<file path="src/rtl/alu_seq.sv">
// Multicycle ALU: single-cycle add/sub/logic, iterative one-bit-per-cycle shifts, start/done handshake.
// Define ALU_SEQ_MUL_EN to compile in the WIDTH-cycle unsigned shift-add multiplier as op 8.
module alu_seq #(
   parameter int WIDTH   = 16,
   parameter int SHAMT_W = $clog2(WIDTH)
) (
   input  logic             clk,
   input  logic             rst,
   input  logic             start,
   input  logic [3:0]       op,
   input  logic [WIDTH-1:0] a,
   input  logic [WIDTH-1:0] b,
   output logic             busy,
   output logic             done,
   output logic             illegal,
   output logic [WIDTH-1:0] result,
   output logic [3:0]       flags
);

   localparam logic [3:0] OP_ADD = 4'd0;
   localparam logic [3:0] OP_SUB = 4'd1;
   localparam logic [3:0] OP_AND = 4'd2;
   localparam logic [3:0] OP_OR  = 4'd3;
   localparam logic [3:0] OP_XOR = 4'd4;
   localparam logic [3:0] OP_SLL = 4'd5;
   localparam logic [3:0] OP_SRL = 4'd6;
   localparam logic [3:0] OP_SRA = 4'd7;
`ifdef ALU_SEQ_MUL_EN
   localparam logic [3:0] OP_MUL = 4'd8;

   typedef enum logic [1:0] {S_IDLE, S_SHIFT, S_MUL} state_t;
`else
   typedef enum logic [0:0] {S_IDLE, S_SHIFT} state_t;
`endif

   typedef struct packed {
      logic [WIDTH-1:0] val;
      logic             cout;
   } shift_t;

   // One shift step; cout is the bit that falls off the end.
   function automatic shift_t shift1(input logic [3:0] sop, input logic [WIDTH-1:0] x);
      shift_t s;
      if (sop == OP_SLL) begin
         s.val  = {x[WIDTH-2:0], 1'b0};
         s.cout = x[WIDTH-1];
      end else if (sop == OP_SRL) begin
         s.val  = {1'b0, x[WIDTH-1:1]};
         s.cout = x[0];
      end else begin
         s.val  = {x[WIDTH-1], x[WIDTH-1:1]};
         s.cout = x[0];
      end
      return s;
   endfunction

   function automatic logic [3:0] mk_flags(input logic [WIDTH-1:0] r, input logic c, input logic v);
      return {(r == '0), r[WIDTH-1], c, v};
   endfunction

   state_t             state, state_nxt;
   logic [3:0]         op_q, op_nxt;
   logic [WIDTH-1:0]   sh_q, sh_nxt;
   logic [SHAMT_W-1:0] cnt_q, cnt_nxt;
   logic [WIDTH-1:0]   result_nxt;
   logic [3:0]         flags_nxt;
   logic               done_nxt, illegal_nxt;

   logic [SHAMT_W-1:0] shamt;
   logic [WIDTH:0]     sum_w, diff_w;
   shift_t             stp;

`ifdef ALU_SEQ_MUL_EN
   logic [2*WIDTH-1:0] prod_q, prod_nxt, mcand_q, mcand_nxt, prod_sum;
   logic [WIDTH-1:0]   mplier_q, mplier_nxt;
`endif

   assign busy = (state != S_IDLE);

   always_comb begin
      // NOTE: every always_comb output and temporary gets a default first, so no path can infer a latch.
      state_nxt   = state;
      op_nxt      = op_q;
      sh_nxt      = sh_q;
      cnt_nxt     = cnt_q;
      result_nxt  = result;
      flags_nxt   = flags;
      done_nxt    = 1'b0;
      illegal_nxt = 1'b0;
      shamt       = b[SHAMT_W-1:0];
      sum_w       = {1'b0, a} + {1'b0, b};
      diff_w      = {1'b0, a} - {1'b0, b};
      stp         = shift1(op, a);
`ifdef ALU_SEQ_MUL_EN
      prod_nxt    = prod_q;
      mcand_nxt   = mcand_q;
      mplier_nxt  = mplier_q;
      prod_sum    = prod_q + (mplier_q[0] ? mcand_q : '0);
`endif

      case (state)
         S_IDLE: begin
            if (start) begin
               case (op)
                  OP_ADD: begin
                     result_nxt = sum_w[WIDTH-1:0];
                     flags_nxt  = mk_flags(sum_w[WIDTH-1:0], sum_w[WIDTH],
                                           (a[WIDTH-1] == b[WIDTH-1]) &&
                                           (sum_w[WIDTH-1] != a[WIDTH-1]));
                     done_nxt   = 1'b1;
                  end
                  OP_SUB: begin
                     // Top bit of the widened difference is the unsigned borrow.
                     result_nxt = diff_w[WIDTH-1:0];
                     flags_nxt  = mk_flags(diff_w[WIDTH-1:0], diff_w[WIDTH],
                                           (a[WIDTH-1] != b[WIDTH-1]) &&
                                           (diff_w[WIDTH-1] != a[WIDTH-1]));
                     done_nxt   = 1'b1;
                  end
                  OP_AND: begin
                     result_nxt = a & b;
                     flags_nxt  = mk_flags(a & b, 1'b0, 1'b0);
                     done_nxt   = 1'b1;
                  end
                  OP_OR: begin
                     result_nxt = a | b;
                     flags_nxt  = mk_flags(a | b, 1'b0, 1'b0);
                     done_nxt   = 1'b1;
                  end
                  OP_XOR: begin
                     result_nxt = a ^ b;
                     flags_nxt  = mk_flags(a ^ b, 1'b0, 1'b0);
                     done_nxt   = 1'b1;
                  end
                  OP_SLL, OP_SRL, OP_SRA: begin
                     if (shamt == '0) begin
                        result_nxt = a;
                        flags_nxt  = mk_flags(a, 1'b0, 1'b0);
                        done_nxt   = 1'b1;
                     end else if (shamt == SHAMT_W'(1)) begin
                        result_nxt = stp.val;
                        flags_nxt  = mk_flags(stp.val, stp.cout, 1'b0);
                        done_nxt   = 1'b1;
                     end else begin
                        // The accepting edge already performs the first step.
                        op_nxt    = op;
                        sh_nxt    = stp.val;
                        cnt_nxt   = shamt - SHAMT_W'(1);
                        state_nxt = S_SHIFT;
                     end
                  end
`ifdef ALU_SEQ_MUL_EN
                  OP_MUL: begin
                     prod_nxt   = b[0] ? {{WIDTH{1'b0}}, a} : '0;
                     mcand_nxt  = {{(WIDTH-1){1'b0}}, a, 1'b0};
                     mplier_nxt = {1'b0, b[WIDTH-1:1]};
                     cnt_nxt    = SHAMT_W'(WIDTH-1);
                     state_nxt  = S_MUL;
                  end
`endif
                  default: begin
                     result_nxt  = '0;
                     done_nxt    = 1'b1;
                     illegal_nxt = 1'b1;
                  end
               endcase
            end
         end

         S_SHIFT: begin
            stp     = shift1(op_q, sh_q);
            sh_nxt  = stp.val;
            cnt_nxt = cnt_q - SHAMT_W'(1);
            if (cnt_q == SHAMT_W'(1)) begin
               result_nxt = stp.val;
               flags_nxt  = mk_flags(stp.val, stp.cout, 1'b0);
               done_nxt   = 1'b1;
               state_nxt  = S_IDLE;
            end
         end

`ifdef ALU_SEQ_MUL_EN
         S_MUL: begin
            prod_nxt   = prod_sum;
            mcand_nxt  = {mcand_q[2*WIDTH-2:0], 1'b0};
            mplier_nxt = {1'b0, mplier_q[WIDTH-1:1]};
            cnt_nxt    = cnt_q - SHAMT_W'(1);
            if (cnt_q == SHAMT_W'(1)) begin
               result_nxt = prod_sum[WIDTH-1:0];
               flags_nxt  = mk_flags(prod_sum[WIDTH-1:0], |prod_sum[2*WIDTH-1:WIDTH], 1'b0);
               done_nxt   = 1'b1;
               state_nxt  = S_IDLE;
            end
         end
`endif

         default: state_nxt = S_IDLE;
      endcase
   end

   // NOTE: sequential state uses non-blocking assignments so every register samples pre-edge values.
   always_ff @(posedge clk or posedge rst) begin
      if (rst) begin
         state   <= S_IDLE;
         result  <= '0;
         flags   <= '0;
         done    <= 1'b0;
         illegal <= 1'b0;
      end else begin
         state   <= state_nxt;
         result  <= result_nxt;
         flags   <= flags_nxt;
         done    <= done_nxt;
         illegal <= illegal_nxt;
      end
   end

   // NOTE: working registers need no reset; each is loaded on acceptance before it is ever read.
   always_ff @(posedge clk) begin
      op_q     <= op_nxt;
      sh_q     <= sh_nxt;
      cnt_q    <= cnt_nxt;
`ifdef ALU_SEQ_MUL_EN
      prod_q   <= prod_nxt;
      mcand_q  <= mcand_nxt;
      mplier_q <= mplier_nxt;
`endif
   end

endmodule

</file>
<file path="config.mk">
export PLATFORM = sky130hd
export DESIGN_NAME = alu_seq
export DESIGN_NICKNAME = d
export VERILOG_FILES = /design/src/rtl/alu_seq.sv
export SDC_FILE = /design/constraint.sdc
export NUM_CORES = 1
export LEC_CHECK = 0
export BUFFER_PORTS_ARGS = -buffer_cell sky130_fd_sc_hd__buf_2
export CORE_MARGIN = 2
export CORE_UTILIZATION = 41
export CTS_BUF_LIST = sky130_fd_sc_hd__clkbuf_8
export DETAILED_ROUTE_END_ITERATION = 10
export MAX_ROUTING_LAYER = met4
export SLEW_MARGIN = 20
export SYNTH_ARGS = -nofsm -noshare
export SYNTH_HDL_FRONTEND = slang
export SYNTH_SLANG_ARGS = --single-unit
export TNS_END_PERCENT = 5
</file>
<file path="constraint.sdc">
create_clock -name clk -period 3.2 [get_ports clk]
set_input_delay 0.32 -clock clk [delete_from_list [all_inputs] [get_ports clk]]
set_output_delay 0.32 -clock clk [all_outputs]
set_load 0.01 [all_outputs]
</file>
==> flow_summary.yaml <==
clock_tree:
  cts_root_buf: "clkbuf_8"
  post_cts_resized: 0
  clockBufferDepth: 2
  clkTransAtPathRegs_ps: 90
  cts_setup_buffers: 0
  numCtsBuffers: 5
  htree_levels: 2
  clk_latency_ps: 310
  hold_buffers: 0
  cts_sinks: 47
  cts_tree: "yes"
finish:
  seqCellArea_mm2: 0.00130
  nets: 880
  drive_gt1_frac: 0.184
  nFillCells: 1348
  diodes: 0
  area_delta_synth_final_pct: 14.9
  multiInputGateArea_mm2: 0.00400
floorplan:
  rows: 42
  initial_core_util: 0.423
  ios: 62
  die_x_um: 121
  die_area_mm2: 0.0147
  die_y_um: 121
  core_mm2: 0.0133
timing:
  post-route-period-util: 0.946
  hold_viol_final: 0
  period_minus_slack_ps: 3030
  relSlewSlack: 0.376
  fin_skew_ps: 9.67
  fmax_mhz: 330
  timing.hold.ws_ps: 204
  setup_viol_count_final: 0
  rsz0062_at_grt: "no"
  finalMaxSlewViolations: 0
  worst_pin_slew_ps: 934
  tns_ps: 0
critical_path:
  cp_data_required_time_ps: 3400
  crit_start: "a[4]"
  rr_worst_depth: 8
  regToRegEndpoint: "flags[3]"
  r2r-start: "op_q[3]"
  crit_top_cell: "nor3_1"
  worstPathArrival_ps: 3230
  regToRegSetupSlack_ps: 310
  critPathSlowestCell: "a311oi_1"
  endpoint_kind: "flop"
  crit_family: "compound AO/OA/AOI/OAI gates"
  crit_cells: 12
  cp_max_fo: 8
  path_buf_inv: 3
  slowest_delay_ps: 480
  path_class: "input port to flop"
  crit_end: "result[13]"
  worstSetupStartpointType: "input port"
  crit_chain: "buf_2, inv_1, ha_1, nor3_1, o211ai_1, a311oi_1, buf_4, nor3_1, nor3b_2, o221ai_1, a21oi_1, nor2_1"
grt:
  grt_pass1_wl_um: 32900
  overflow: 0
  grt_max_degree: 35
  grt_use_met1: 0.404
  grt_usage: 0.299
  met3_usage: 0.0268
  busiest_layer: "met2"
  met2_usage: 0.470
  grt_pass1_vias: 5760
  antenna_found_initial: 0
synthesis:
  synth_fp_nets: 804
  synth-edff-count: 24
  ys_ff_latch: 47
  syn_area_per_cell_um2: 7.95
  synth_area_mm2: 0.00565
  ys_async_sr_fraction: 0.489
  yosysWarningCount: 0
  synthFlopType: "edfxtp_1"
  post_synth_main_area_contributors: "edfxtp_1 13%, ha_1 12%, dfrtp_1 10%"
  yosysUniqueCellTypes: 84
  synth_top_area_share: 0.128
  syn_inst: 710
  yosysTopAreaCell: "edfxtp_1"
  ys_seq_area_frac: 0.230
pwr:
  comb_power_share: 0.562
  p_per_area_mw_per_mm2: 553
  swShare: 0.453
  leakagePower_nw: 2.79
  switching_power_mw: 1.63
  pwr-share-seq: 0.334
  ir_drop_v: 0.000234
  power.internal_mw: 1.96
  clock_power_share: 0.104
routing:
  viasPerCell: 6.33
  wl_per_cell_um: 22.0
  antenna_left: 0
  drc: 0
  drtIter0Drc: 756
  vias: 6096
  first_pass_iters: 5
  wl_um: 21200
min_path:
  hold_path.class: "input port to asynchronous set/reset pin"
flow_run:
  cap_violations: 0
placed_design:
  gp_congestion: 0.969
  hpwlAfterDp_um: 16800
  numPortBuffers: 61
outcome:
  status: "finished clean"
-- cell usage in the layout, fill, tap and decap left out, types with 8 or more instances in the layout --
master    Yosys  final
a211oi_1      8      8
a21oi_1      55     55
a221oi_1     11     11
buf_2         5     61
buf_4         0     49
dfrtp_1      23     23
edfxtp_1     24     24
ha_1         53     53
inv_1        48     49
mux2i_1      19     19
nand2_1      57     57
nand2b_1      8      8
nand3_1      26     26
nand4_1      10     10
nor2_1       59     59
nor3_1       26     25
nor4_1       13     13
o211ai_1      9      9
o21a_1        8      8
o21ai_0      40     40
xnor2_1      21     21
-- kinds of logic after synthesis --
family,count (synthesis),share of synthesized area
AOI/OAI and AO/OA,219,0.271
muxes,20,0.0357
xor gates and xnor gates,27,0.0419
DFF,47,0.230
adders and majority gates,55,0.125
buffers and inverters,92,0.0671
and+or+nand+nor,250,0.230
-- flip-flops by register name (all words and copies together), names as in the netlist --
register  flops
result       16
sh_q         16
cnt_q         4
flags         4
op_q          4
busy          1
done          1
illegal       1
-- per-layer routing --
layer,share of wire,wire length [µm]
met1,0.42,9020
met2,0.46,9780
met3,0.081,1710
met4,0.034,714
met5,0,0
-- power by group through the flow --
stage                     sequential [mW]  combinational (mW)  clock, mW
final                                1.20                2.02      0.373
after global routing                 1.23                2.19      0.396
after CTS                            1.19                1.99      0.379
after detailed placement             1.20                1.98          0
after global placement               1.20                1.95          0
after floorplan                      1.21                1.25          0
-- final cells by class --
class | count | area share
inverter | 50 | 0.0289
clock buffer | 6 | 0.0127
multi-input combinational | 571 | 0.617
timing repair buffer | 111 | 0.107
sequential | 47 | 0.200
clock inverter | 2 | 0.00116
tap | 176 | 0.0339
-- how the worst min path moves through the flow --
stage,depth (start not counted),from,end,slack (ps)
floorplan,1,rst,busy,320
global placement,2,result[5],result[5],450
detailed placement,2,result[5],result[5],460
CTS,2,rst,illegal,250
global route,2,rst,illegal,290
finish,2,rst,illegal,200
-- per-stage QoR --
step	power (mW)	utilization	instances	setup slack (ps)	instance area, µm²
after floorplan	2.46	-	710	665	5650
after global placement	3.15	0.480	955	69.9	6400
after detailed placement	3.18	0.480	955	50.6	6400
after CTS	3.56	0.486	963	358	6490
after global routing	3.81	0.486	963	125	6490
final	3.59	0.486	963	173	6490
-- synthesized netlist by cell type (all sizes together), types with 5 or more instances --
cell,n
xor2,6
nand2,58
a211oi,8
mux2i,19
nor4,15
o211ai,9
nand2b,8
dfrtp,23
o31ai,9
o2111ai,6
nor3,26
a221oi,11
or2,5
inv,49
a22o,5
and2,5
a21oi,55
xnor2,21
o21ai,44
nor3b,7
buf,11
o21bai,6
a31oi,8
clkbuf,31
o21a,8
edfxtp,24
nor2,60
or4,6
nand4,11
a21o,8
ha,53
a221o,5
o221ai,5
nand3,26
Power figures use the tool's default switching activity.
